File: config.mk
export PLATFORM = sky130hd
export DESIGN_NAME = ball_mover
export DESIGN_NICKNAME = d
export VERILOG_FILES = /design/src/rtl/ball_mover.sv
export SDC_FILE = /design/constraint.sdc
export NUM_CORES = 1
export LEC_CHECK = 0
export ABC_AREA = 1
export BUFFER_PORTS_ARGS = -buffer_cell sky130_fd_sc_hd__buf_2
export CAP_MARGIN = 20
export CORE_ASPECT_RATIO = 2
export CORE_MARGIN = 2
export CORE_UTILIZATION = 25
export CTS_BUF_LIST = sky130_fd_sc_hd__clkbuf_2
export CTS_CLUSTER_DIAMETER = 60
export CTS_CLUSTER_SIZE = 28
export DETAILED_ROUTE_END_ITERATION = 10
export HOLD_SLACK_MARGIN = 0.12
export PLACE_DENSITY_LB_ADDON = 0.05
export SYNTH_ARGS = -nofsm -noshare
export SYNTH_HDL_FRONTEND = slang
export SYNTH_SLANG_ARGS = --single-unit
File: constraint.sdc
create_clock -name clk -period 6.05 [get_ports clk]
set_input_delay 0.3025 -clock clk [delete_from_list [all_inputs] [get_ports clk]]
set_output_delay 0.3025 -clock clk [all_outputs]
set_load 0.01 [all_outputs]
File: src/rtl/ball_mover.sv
// Ball kinematics for the brick game: prescaled stepping, wall reflection, paddle/loss decision.
// Optional brick-collision inputs hit_h/hit_v are compiled in when BALL_HIT_EN is defined.
module ball_mover #(
  parameter int STEP_DIV = 100000,
  parameter int START_X  = 128,
  parameter int START_Y  = 200,
  parameter int PADDLE_Y = 224
) (
  input  logic       clk,
  input  logic       rst,
  input  logic       launch,
  input  logic [2:0] angle,
  input  logic       paddle_hit,
`ifdef BALL_HIT_EN
  input  logic       hit_h,
  input  logic       hit_v,
`endif
  output logic [7:0] ball_x,
  output logic [7:0] ball_y,
  output logic       moving,
  output logic       step,
  output logic       lost
);

  localparam int PW = (STEP_DIV > 1) ? $clog2(STEP_DIV) : 1;
  localparam logic [PW-1:0] PRESC_LAST = PW'(STEP_DIV - 1);
  localparam logic [7:0] START_X_B = 8'(START_X);
  localparam logic [7:0] START_Y_B = 8'(START_Y);
  localparam logic [7:0] PADDLE_Y_B = 8'(PADDLE_Y);
  localparam logic signed [9:0] PADDLE_Y_S = 10'(PADDLE_Y);

  typedef enum logic [1:0] {IDLE, MOVE, LOST} state_t;

  state_t            state_q, state_d;
  logic [PW-1:0]     presc_q, presc_d;
  logic [7:0]        x_q, x_d;
  logic [7:0]        y_q, y_d;
  logic signed [2:0] dx_q, dx_d;
  logic signed [2:0] dy_q, dy_d;
  logic              step_q, step_d;
  logic              lost_q, lost_d;

  logic signed [2:0] ang_dx, ang_dy;
  logic signed [2:0] eff_dx, eff_dy;
  logic signed [9:0] nx, ny, nx_neg, nx_mir, ny_neg;
  logic              dy_down;

`ifdef BALL_HIT_EN
  logic hflag_q, hflag_d;
  logic vflag_q, vflag_d;
  logic h_pend, v_pend;
  assign h_pend = hflag_q | hit_h;
  assign v_pend = vflag_q | hit_v;
`endif

  always_comb begin
    ang_dx = 3'sb001;
    ang_dy = 3'sb111;
    case (angle)
      3'd0: begin ang_dx = 3'sb110; ang_dy = 3'sb111; end
      3'd1: begin ang_dx = 3'sb111; ang_dy = 3'sb111; end
      3'd2: begin ang_dx = 3'sb111; ang_dy = 3'sb110; end
      3'd3: begin ang_dx = 3'sb001; ang_dy = 3'sb110; end
      3'd5: begin ang_dx = 3'sb010; ang_dy = 3'sb111; end
      default: begin ang_dx = 3'sb001; ang_dy = 3'sb111; end
    endcase
  end

  // Pending brick hits flip direction before the move is computed.
  always_comb begin
    eff_dx = dx_q;
    eff_dy = dy_q;
`ifdef BALL_HIT_EN
    if (h_pend) eff_dx = -dx_q;
    if (v_pend) eff_dy = -dy_q;
`endif
    nx      = {2'b00, x_q} + {{7{eff_dx[2]}}, eff_dx};
    ny      = {2'b00, y_q} + {{7{eff_dy[2]}}, eff_dy};
    nx_neg  = -nx;
    nx_mir  = 10'sd510 - nx;
    ny_neg  = -ny;
    dy_down = !eff_dy[2] && (eff_dy != 3'sb000);
  end

  always_comb begin
    state_d = state_q;
    presc_d = presc_q;
    x_d     = x_q;
    y_d     = y_q;
    dx_d    = dx_q;
    dy_d    = dy_q;
    step_d  = 1'b0;
    lost_d  = 1'b0;
`ifdef BALL_HIT_EN
    hflag_d = hflag_q;
    vflag_d = vflag_q;
`endif
    case (state_q)
      IDLE, LOST: begin
        if (launch) begin
          state_d = MOVE;
          presc_d = '0;
          x_d     = START_X_B;
          y_d     = START_Y_B;
          dx_d    = ang_dx;
          dy_d    = ang_dy;
`ifdef BALL_HIT_EN
          hflag_d = 1'b0;
          vflag_d = 1'b0;
`endif
        end
      end
      MOVE: begin
`ifdef BALL_HIT_EN
        hflag_d = h_pend;
        vflag_d = v_pend;
`endif
        if (presc_q != PRESC_LAST) begin
          presc_d = presc_q + PW'(1);
        end else if (launch) begin
          // A launch landing on a step cycle swallows that step and restarts the count.
          presc_d = '0;
`ifdef BALL_HIT_EN
          hflag_d = 1'b0;
          vflag_d = 1'b0;
`endif
        end else begin
          presc_d = '0;
          step_d  = 1'b1;
          dx_d    = eff_dx;
          dy_d    = eff_dy;
`ifdef BALL_HIT_EN
          hflag_d = 1'b0;
          vflag_d = 1'b0;
`endif
          if (nx[9]) begin
            x_d  = nx_neg[7:0];
            dx_d = -eff_dx;
          end else if (nx[8]) begin
            x_d  = nx_mir[7:0];
            dx_d = -eff_dx;
          end else begin
            x_d  = nx[7:0];
          end

          if (ny[9]) begin
            y_d  = ny_neg[7:0];
            dy_d = -eff_dy;
          end else if (dy_down && (ny >= PADDLE_Y_S)) begin
            y_d = PADDLE_Y_B;
            if (paddle_hit) begin
              dx_d = ang_dx;
              dy_d = ang_dy;
            end else begin
              state_d = LOST;
              lost_d  = 1'b1;
            end
          end else begin
            y_d = ny[7:0];
          end
        end
      end
      default: state_d = IDLE;
    endcase
  end

  always_ff @(posedge clk or posedge rst) begin
    if (rst) begin
      state_q <= IDLE;
      presc_q <= '0;
      x_q     <= START_X_B;
      y_q     <= START_Y_B;
      dx_q    <= 3'sb001;
      dy_q    <= 3'sb111;
      step_q  <= 1'b0;
      lost_q  <= 1'b0;
    end else begin
      state_q <= state_d;
      presc_q <= presc_d;
      x_q     <= x_d;
      y_q     <= y_d;
      dx_q    <= dx_d;
      dy_q    <= dy_d;
      step_q  <= step_d;
      lost_q  <= lost_d;
    end
  end

`ifdef BALL_HIT_EN
  always_ff @(posedge clk or posedge rst) begin
    if (rst) begin
      hflag_q <= 1'b0;
      vflag_q <= 1'b0;
    end else begin
      hflag_q <= hflag_d;
      vflag_q <= vflag_d;
    end
  end
`endif

  assign ball_x = x_q;
  assign ball_y = y_q;
  assign moving = (state_q == MOVE);
  assign step   = step_q;
  assign lost   = lost_q;

endmodule

==> results of run 1 <==
## worst max-delay path, cell delays in order, from the launching register on
cell and delay, ns:
sky130_fd_sc_hd__dfrtp_1 0.47, sky130_fd_sc_hd__ha_1 0.28, sky130_fd_sc_hd__fa_1 0.47, sky130_fd_sc_hd__xnor2_1 0.31
sky130_fd_sc_hd__inv_1 0.14, sky130_fd_sc_hd__nor3_1 0.22, sky130_fd_sc_hd__nand2_1 0.15, sky130_fd_sc_hd__nor2_1 0.14
sky130_fd_sc_hd__nand4_1 0.16, sky130_fd_sc_hd__nand2_1 0.10, sky130_fd_sc_hd__nand2_1 0.05, sky130_fd_sc_hd__nand3_1 0.06
sky130_fd_sc_hd__nand2_1 0.06, sky130_fd_sc_hd__inv_1 0.05
## logic make-up after synthesis
family | count (synthesis) | share of synthesized area (%)
AO/OA/AOI/OAI | 62 | 10.19
flip-flops | 43 | 29.78
AND/OR/NAND/NOR | 294 | 36.16
buffers and inverters | 99 | 10.84
XOR/XNOR | 14 | 3.362
adder cells (fa/ha/maj) | 27 | 9.674
## how the worst max path moves through the flow
stage / slack, ns / start / endpoint
floorplan: 3.86 / ball_x[0] / ball_x[7]
global placement: 3.30 / ball_x[0] / ball_x[7]
detailed placement: 3.41 / ball_x[0] / ball_x[7]
CTS: 3.36 / ball_x[0] / ball_x[7]
global route: 3.16 / dy_q[2] / ball_y[6]
finish: 3.38 / ball_x[0] / ball_x[7]
## state kept, by name, indices dropped and copies added, names as in the netlist
| signal | count |
|---|---|
| ball_x | 8 |
| ball_y | 8 |
| dx_q | 3 |
| dy_q | 3 |
| lost | 1 |
| presc_q | 17 |
| state_q | 2 |
| step | 1 |
## Yosys cell counts, types with 2 or more instances
| library cell | count |
|---|---|
| sky130_fd_sc_hd__o2111ai_1 | 2 |
| sky130_fd_sc_hd__nand2_2 | 9 |
| sky130_fd_sc_hd__xnor2_1 | 2 |
| sky130_fd_sc_hd__nand3_2 | 2 |
| sky130_fd_sc_hd__buf_6 | 2 |
| sky130_fd_sc_hd__xor2_1 | 12 |
| sky130_fd_sc_hd__nand4_1 | 11 |
| sky130_fd_sc_hd__o21ai_0 | 13 |
| sky130_fd_sc_hd__ha_1 | 25 |
| sky130_fd_sc_hd__nor3_1 | 11 |
| sky130_fd_sc_hd__o21a_1 | 3 |
| sky130_fd_sc_hd__o211ai_1 | 2 |
| sky130_fd_sc_hd__nand3_1 | 43 |
| sky130_fd_sc_hd__dfstp_2 | 8 |
| sky130_fd_sc_hd__inv_1 | 86 |
| sky130_fd_sc_hd__nand2_4 | 2 |
| sky130_fd_sc_hd__o22ai_1 | 4 |
| sky130_fd_sc_hd__dfrtp_1 | 35 |
| sky130_fd_sc_hd__or2_2 | 3 |
| sky130_fd_sc_hd__o21ai_1 | 11 |
| sky130_fd_sc_hd__nor2_4 | 3 |
| sky130_fd_sc_hd__nor2_1 | 38 |
| sky130_fd_sc_hd__nand2_1 | 165 |
| sky130_fd_sc_hd__fa_1 | 2 |
| sky130_fd_sc_hd__a31oi_1 | 3 |
| sky130_fd_sc_hd__inv_2 | 6 |
| sky130_fd_sc_hd__a21oi_1 | 16 |
| sky130_fd_sc_hd__buf_2 | 2 |
| sky130_fd_sc_hd__nand3b_1 | 4 |
## area by class of cell
class	count	area, sq um	share of cell area (%)
diodes	1	2.502	0.06112
clock buffers	5	25.02	0.6112
clock inverters	3	43.79	1.070
inverters	94	355.3	8.680
multi-input cells	397	2166	52.90
flip-flops and latches	43	1086	26.53
well taps	192	240.2	5.868
repair buffers	29	175.2	4.279
## layer usage
metal | GRT usage (%) | routed length (um) | vias up
met1 | 15.59 | 4119 | 1616
met4 | 3.918 | 149 | 0
met5 | 0 | 0 | -
met3 | 1.559 | 208 | 8
li1 | - | - | 1786
met2 | 30.46 | 6638 | 40
## report_power, final
part	switching, mW	internal, mW
clock	0.113	0.0699
combinational	0.881	0.426
sequential	0.0806	0.364
## metrics by stage
step / instance area, sq um / power [mW]
6_report: 4094 / 1.934
5_1_grt: 4094 / 2.176
4_1_cts: 4071 / 1.971
3_5_place_dp: 3973 / 1.774
3_3_place_gp: 3973 / 1.773
2_1_floorplan: 3647 / 1.458
## timing repair
item	4_1_cts	5_1_grt
setup buffers	0	0
hold buffers	3	0
hold endpoints to repair	38	0
==> out/metrics.yaml, run 1 <==
run_status: "finished, final reports clean"
worst_clock_skew_ns: 0.02520
max_slew_margin_pct: 67.22
min-delay-path-class: "input port to register"
die_h_um: 174.8
syn2layout_area_growth_pct: 12.25
async_reset_ff_share_pct: 100.0
timing.final.crit_period_ns: 2.670
worst_pin_slew_ns: 0.4879
final_util_pct: 28.53
wire_per_inst_um: 14.55
postSynth.topFlopCell: "sky130_fd_sc_hd__dfrtp_1"
slew_viol_final: 0
hold_end: "lost"
worst_setup_path_end_kind: "register"
layout_commonest_cell: "sky130_fd_sc_hd__nand2_1"
finalSetupViolations: 0
max_freq_mhz: 374.5
per_instance_average_area_after_synthesis_sq_um: 6.767
worst_skew_pair.late_latency_ns: 0.46
fin_cells: 764
routed_via_density: 4.516
cts_inserted_buffers: 5
hold_viol_final: 0
grt_start_max_net_pins: 44
synth_area_leader_cell: "sky130_fd_sc_hd__dfrtp_1"
initial_utilization_pct: 25.41
synth_cells: 539
hpwl_um: 8945
worst-r2r-setup-slack_ns: 3.38
design.die.area_sq_mm: 0.01563
yosysTopAreaCellShare_pct: 24.01
grt.total_usage_pct: 15.15
clk_pin_slew_ns: 0.26
final_weighted_congestion_in_routability_driven_placement: 0.7910
placed_cells_incl_taps: 751
clock_sinks: 43
fin_nets: 604
final_layout_setup_total_negative_slack_ns: 0
preCtsSetupSlack_ns: 3.405
vdd_drop_max_mv: 0.2444
fillers: 1626
min_period_over_period_pct: 44.14
port-buffer-count: 25
rsz0062_at_grt: "no"
synth_top_cells_by_area: "sky130_fd_sc_hd__dfrtp_1 24%, sky130_fd_sc_hd__nand2_1 17%, sky130_fd_sc_hd__inv_1 8.9%"
final_critical_path_setup_slack_ns: 3.380
max-cap-violations: 0
total_of_cells_resized_after_clock_tree_synthesis: 0
io_pins: 26
vias_after_detailed_routing: 3450
routed_wl_um: 11120
share_of_the_yosys_chip_area_belonging_to_registers_pct: 29.78
first_pass_detailed_route_iteration_total: 4
clockRootBuffer: "sky130_fd_sc_hd__clkbuf_2"
rows: 62
power.density_mw_per_mm2: 472.4
timing.rr.end: "ball_x[7]"
largest_fanout_on_the_critical_path: 4
critical_path.startpoint_type: "register"
synth.cell_area_sq_mm: 0.003647
number_of_enable_flip_flop_cells_after_synthesis: 0
cts_max_level: 2
antenna_found_initial: 1
die_x_um: 89.41
drtIter0Drc: 158
post_route_cells_drive_above_1_share_pct: 13.13
ys_warn_count: 0
ys_types: 43
most_frequent_cells_in_the_layout: "165 x sky130_fd_sc_hd__nand2_1, 85 x sky130_fd_sc_hd__inv_1, 43 x sky130_fd_sc_hd__nand3_1"
hold_path_depth: 4
r2r.worst_path.cells: 13
synth.ff_latch_count: 43
clk_path_buf_depth: 2
placeableCoreArea_sq_mm: 0.01435
first_global_vias: 3576
cp_data_arrival_time_ns: 3.11
power_leakage_nw: 2.176
critical_path.reg2reg.startpoint: "ball_x[0]"
worstSetupPathType: "register to register"
grt-ovfl-total: 0
holdWs_ns: 0.1755
synth.net_count: 573
global_route_wire_length_before_repair_um: 18020
drt_drc_violations_left: 0
cts_tree: "done"
hold_path_startpoint: "paddle_hit"
ant_nets: 0
cp.required_ns: 6.49
(Power assumes the default switching activity.)
==> run 2, diff against run 1 <==
clock period = 2.2 ns   (was 6.05 ns; I/O delays follow)
==> run 2 against run 1 <==
- the run now ends with negative setup slack left
- hold slack better by 0.13 ns
- sequential share of layout area fell by 7.2 points
- setup slack got worse by 3.5 ns
- clock-buffer cell count rose by 1
- first-iteration DRC count increased by 3.2%
- clock skew rose by 0.0012 ns
- combinational power grew to 5.1 times the previous value
- design area grew 38%
- sequential power grew to 2.7 times the previous value
- largest power group unchanged
==> out/metrics.yaml, run 2 (synthesis results as in run 1) <==
crit_path_end: "ball_x[7]"
min-delay-path-class: "input port to asynchronous set/reset pin"
hpwl_um: 9837
grt.total_usage_pct: 17.28
drtIter0Drc: 163
fin_area_sq_mm: 0.005634
wire_per_inst_um: 14.78
fin_nets: 709
worstSetupPathType: "register to register"
multi_input_area_sq_mm: 0.002861
cp_data_arrival_time_ns: 2.71
hold_viol_final: 0
max_slew_margin_pct: 58.75
final_weighted_congestion_in_routability_driven_placement: 0.8200
largest_fanout_on_the_critical_path: 4
post_route_cells_drive_above_1_share_pct: 44.97
power_leakage_nw: 2.814
critical_path.reg2reg.startpoint: "dx_q[0]"
failed_checks: "negative setup slack"
critical_path.startpoint_type: "register"
timing.rr.end: "ball_x[7]"
vias_after_detailed_routing: 3926
r2r.worst_path.cells: 13
worst-r2r-setup-slack_ns: -0.09
clk_pin_slew_ns: 0.27
first_pass_detailed_route_iteration_total: 4
die_h_um: 174.8
cts_tree: "done"
placed_cells_incl_taps: 826
grt-ovfl-total: 0
rsz0062_at_grt: "yes"
slew_viol_final: 0
cts_inserted_buffers: 5
layout_commonest_cell: "sky130_fd_sc_hd__nand2_1"
ant_nets: 0
finalSetupViolations: 17
vdd_drop_max_mv: 0.6962
clk_path_buf_depth: 2
max_reg_flops: 17
die_x_um: 89.41
post_dp_cell_area_sq_mm: 0.004536
holdWs_ns: 0.3076
io_pins: 26
min_period_over_period_pct: 104.1
design.die.area_sq_mm: 0.01563
syn2layout_area_growth_pct: 54.48
worst_pin_slew_ns: 0.6187
initial_utilization_pct: 25.41
fin_cells: 869
fillers: 1533
routed_wl_um: 12840
max_freq_mhz: 436.7
final_util_pct: 39.26
worst_clock_skew_ns: 0.02640
final_critical_path_setup_slack_ns: -0.08968
max-cap-violations: 0
power.density_mw_per_mm2: 1470
most_frequent_cells_in_the_layout: "120 x sky130_fd_sc_hd__nand2_1, 85 x sky130_fd_sc_hd__buf_4, 75 x sky130_fd_sc_hd__inv_1"
run_status: "complete, but fails checks"
worst_setup_path_end_kind: "register"
port-buffer-count: 25
placeableCoreArea_sq_mm: 0.01435
routed_via_density: 4.518
top_reg_by_flops: "presc_q"
timing.final.crit_period_ns: 2.290
ff_latch_area_sq_mm: 0.001087
antenna_found_initial: 1
grt_start_max_net_pins: 44
clock_sinks: 43
global_route_wire_length_before_repair_um: 20400
cp-startpoint: "dx_q[0]"
first_global_vias: 4111
rows: 62
cp.required_ns: 2.62
clockRootBuffer: "sky130_fd_sc_hd__clkbuf_2"
cts_max_level: 2
worst_skew_pair.late_latency_ns: 0.46
drt_drc_violations_left: 0
run 2: area by class of cell:
type | count | area share [%]
antenna | 1 | 0.04441
clock buffer | 6 | 0.5330
clock inverter | 2 | 0.2221
inverter | 94 | 6.529
multi-input combinational | 398 | 50.79
sequential | 43 | 19.30
tap | 192 | 4.264
timing repair buffer | 132 | 18.17
timing repair inverter | 1 | 0.1555
run 2: worst max-delay path, stage by stage (launching register included):
cell	delay (ns)
sky130_fd_sc_hd__dfstp_2	0.61
sky130_fd_sc_hd__ha_4	0.14
sky130_fd_sc_hd__fa_2	0.47
sky130_fd_sc_hd__buf_4	0.16
sky130_fd_sc_hd__buf_6	0.11
sky130_fd_sc_hd__nor3_4	0.19
sky130_fd_sc_hd__nand2_2	0.10
sky130_fd_sc_hd__nor2_4	0.10
sky130_fd_sc_hd__nand4_1	0.11
sky130_fd_sc_hd__nand2_1	0.08
sky130_fd_sc_hd__nand2_1	0.04
sky130_fd_sc_hd__nand3_1	0.06
sky130_fd_sc_hd__nand2_1	0.05
sky130_fd_sc_hd__inv_1	0.04
run 2: repair_timing:
action | in CTS | in global routing
resized for setup | 95 | 97
hold buffers | 7 | 0
pin swaps | 41 | 57
setup endpoints to repair | 24 | 24
endpoints found under the hold margin | 45 | 0
gates cloned | 2 | 0
buffers inserted | 15 | 10
run 2: how the worst min path moves through the flow:
stage | depth (start not counted) | end | from | slack, ns
detailed placement | 3 | presc_q[3] | rst | 0.32
finish | 4 | ball_x[4] | rst | 0.31
floorplan | 2 | state_q[0] | launch | 0.26
global placement | 3 | presc_q[3] | rst | 0.32
global route | 4 | presc_q[6] | rst | 0.33
CTS | 4 | ball_x[4] | rst | 0.31
run 2: power by group:
part	switching, mW	internal [mW]
clock	0.307	0.0808
combinational	3.72	2.99
sequential	0.179	1.00
run 2: layer usage:
layer  up-vias  track usage [%]  share of wire (%)
li1       2005                -                  -
met1      1861            16.85                 36
met2        45            34.78                 60
met3        15            2.078                1.7
met4         0            5.970                2.6
met5         -                0                  0
run 2: stage by stage:
step | setup slack, ns | power (mW) | setup TNS [ns]
CTS | -0.08341 | 7.480 | -0.8490
global placement | -0.2745 | 5.899 | -3.462
floorplan | 0.009631 | 4.010 | 0
global route | -0.2200 | 9.056 | -4.065
finish | -0.08968 | 8.280 | -0.6308
detailed placement | -0.2737 | 5.895 | -3.967
==> run 3, diff against run 2 <==
--- a/config.mk
+++ b/config.mk
@@ -16,5 +16,4 @@
 export CTS_CLUSTER_SIZE = 28
 export DETAILED_ROUTE_END_ITERATION = 10
-export HOLD_SLACK_MARGIN = 0.12
 export PLACE_DENSITY_LB_ADDON = 0.05
 export SYNTH_ARGS = -nofsm -noshare
==> constraint.sdc (replaced) <==
create_clock -name clk -period 2.2 [get_ports clk]
set_input_delay 0.44 -clock clk [delete_from_list [all_inputs] [get_ports clk]]
set_output_delay 0.44 -clock clk [all_outputs]
set_load 0.01 [all_outputs]
==> run 3 against run 2 <==
- the run still ends with negative setup slack left
- core utilization is 1.3 points lower
- sequential share of layout area is 0.68 points higher
- maximum frequency is 0.42% lower
- global-route usage is 0.37 points lower
- critical path depth is 2 lower
- register-to-register slack hardly changed
- sequential power hardly changed
- largest power group unchanged
- highest routed layer unchanged
==> out/metrics.yaml, run 3 (synthesis results as in run 1) <==
syn2layout_area_growth_pct: 49.23
cts_inserted_buffers: 5
fin_nets: 690
crit_path_cells: "ha_4 > fa_2 > ha_2 > nand2_1 > nor2_4 > nand3_1 > nand2_1 > nand2_1 > nand3_1 > nand2_1 > o21ai_2"
final_util_pct: 37.93
run_status: "complete, but fails checks"
clk_pin_slew_ns: 0.25
finalSetupViolations: 18
antenna_found_initial: 1
cp-startpoint: "ball_x[0]"
worstSetupPathType: "register to register"
final_layout_setup_total_negative_slack_ns: -0.6165
ant_nets: 0
cts_tree: "done"
max-cap-violations: 0
grt.total_usage_pct: 16.91
r2r.worst_path.cells: 11
global_route_wire_length_before_repair_um: 19930
design.die.area_sq_mm: 0.01563
min_period_over_period_pct: 104.5
min-delay-path-class: "input port to asynchronous set/reset pin"
globalRoute.busiestLayer: "met2"
grt-ovfl-total: 0
drt_drc_violations_left: 0
clk_path_buf_depth: 2
timing.rr.end: "ball_x[6]"
hpwl_um: 9922
grt_start_max_net_pins: 44
routed_wl_um: 12750
cp_data_arrival_time_ns: 2.71
layout_commonest_cell: "sky130_fd_sc_hd__nand2_1"
critical-path-top-cell-by-count: "sky130_fd_sc_hd__nand2_1"
max_reg_flops: 17
clock_sinks: 43
top_reg_by_flops: "presc_q"
vias_after_detailed_routing: 3901
largest_fanout_on_the_critical_path: 5
worst-r2r-setup-slack_ns: -0.1
final_critical_path_setup_slack_ns: -0.09922
power.density_mw_per_mm2: 1484
cp.required_ns: 2.61
final_weighted_congestion_in_routability_driven_placement: 0.8068
worst_pin_slew_ns: 0.6304
routed_via_density: 4.589
slowest_delay_ns: 0.63
first_global_vias: 4011
most_frequent_cells_in_the_layout: "120 x sky130_fd_sc_hd__nand2_1, 79 x sky130_fd_sc_hd__buf_4, 74 x sky130_fd_sc_hd__inv_1"
rsz0062_at_grt: "yes"
wire_per_inst_um: 15.00
critical_path.startpoint_type: "register"
slew_viol_final: 0
failed_checks: "negative setup slack"
initial_utilization_pct: 25.41
io_pins: 26
cell_type_of_the_slowest_stage_on_the_worst_timing_path: "sky130_fd_sc_hd__fa_2"
timing.final.crit_period_ns: 2.299
use_met1_pct: 16.09
use_met2_pct: 34.29
drtIter0Drc: 138
worst_skew_pair.late_latency_ns: 0.45
clockRootBuffer: "sky130_fd_sc_hd__clkbuf_2"
rows: 62
max_freq_mhz: 434.9
vdd_drop_max_mv: 0.7417
placeableCoreArea_sq_mm: 0.01435
gr_util_met3_pct: 1.653
worst_clock_skew_ns: 0.003535
post_route_cells_drive_above_1_share_pct: 44.14
worst_setup_path_end_kind: "register"
critical_path.reg2reg.startpoint: "ball_x[0]"
hold_viol_final: 0
first_pass_detailed_route_iteration_total: 4
crit_path_end: "ball_x[6]"
die_h_um: 174.8
port-buffer-count: 25
die_x_um: 89.41
cts_max_level: 2
power_leakage_nw: 2.700
max_slew_margin_pct: 57.97
==> run 3: cell types whose count changed in the layout (fill, tap and decap cells not counted), moves of 4 or more <==
cell                            previous run  this run
sky130_fd_sc_hd__a21oi_1                   6        10
sky130_fd_sc_hd__a21oi_2                  10         5
sky130_fd_sc_hd__buf_12                    2         6
sky130_fd_sc_hd__buf_4                    85        79
sky130_fd_sc_hd__buf_6                    12         3
sky130_fd_sc_hd__dlygate4sd3_1             7         0
sky130_fd_sc_hd__nand2_2                  39        44
sky130_fd_sc_hd__nand2_4                  17        12
sky130_fd_sc_hd__o21ai_2                  10        14
==> run 3: metal layers <==
layer,vias to the layer above,part of all wire (%)
met5,-,0
met4,0,3.9
met3,28,1.7
met2,60,59
met1,1850,35
li1,1963,-
==> run 3: timing repair <==
| item | in CTS | in global routing |
|---|---|---|
| gates resized for setup | 90 | 81 |
| buffers inserted | 7 | 7 |
| setup endpoints to repair | 24 | 24 |
| hold buffers | 0 | 0 |
| gates cloned | 1 | 1 |
| pin swaps | 38 | 45 |
==> run 3: power by group <==
group	internal, mW	total (mW)	leakage (nW)	switching [mW]
registers	1.00	1.19	0.556	0.190
clock network	0.0807	0.386	0.0290	0.305
logic	2.86	6.50	2.11	3.64
==> run 3: area by class of cell <==
cell class / instances / area, sq um
antenna: 1 / 2.502
tap: 192 / 240.2
sequential: 43 / 1087
inverter: 94 / 372.9
timing repair buffer: 113 / 872.1
timing repair inverter: 1 / 8.758
clock buffer: 6 / 30.03
clock inverter: 2 / 12.51
fill: 1573 / 8909
multi-input combinational: 398 / 2816
==> run 3: stage by stage <==
stage          hold WS (ns)  instances  area (sq um)  worst slack [ns]  power, mW
3_3_place_gp         0.5019        825          4553           -0.2763      5.958
2_1_floorplan        0.4596        539          3647          0.009631      4.010
5_1_grt             0.08618        850          5443           -0.2254      8.783
4_1_cts             0.07623        841          5067           -0.1424      7.436
3_5_place_dp         0.5116        825          4553           -0.2152      5.964
6_report            0.08308        850          5443          -0.09922      8.075
==> run 3: worst min-delay path by stage <==
stage / start / end / slack [ns] / depth (start not counted)
6_report: rst / presc_q[3] / 0.08 / 3
5_1_grt: rst / presc_q[8] / 0.09 / 3
4_1_cts: rst / presc_q[10] / 0.08 / 3
3_5_place_dp: dy_q[0] / dy_q[0] / 0.51 / 2
3_3_place_gp: dy_q[0] / dy_q[0] / 0.50 / 2
2_1_floorplan: dx_q[0] / dx_q[0] / 0.46 / 2
==> run 3: worst max-delay path, delay by kind of cell, from the launching register on <==
| family | cells | cell delay [ns] |
|---|---|---|
| AO/OA/AOI/OAI | 1 | 0.13 |
| adder cells (fa/ha/maj) | 3 | 1.04 |
| AND/OR/NAND/NOR | 7 | 0.60 |
| flip-flops | 1 | 0.47 |
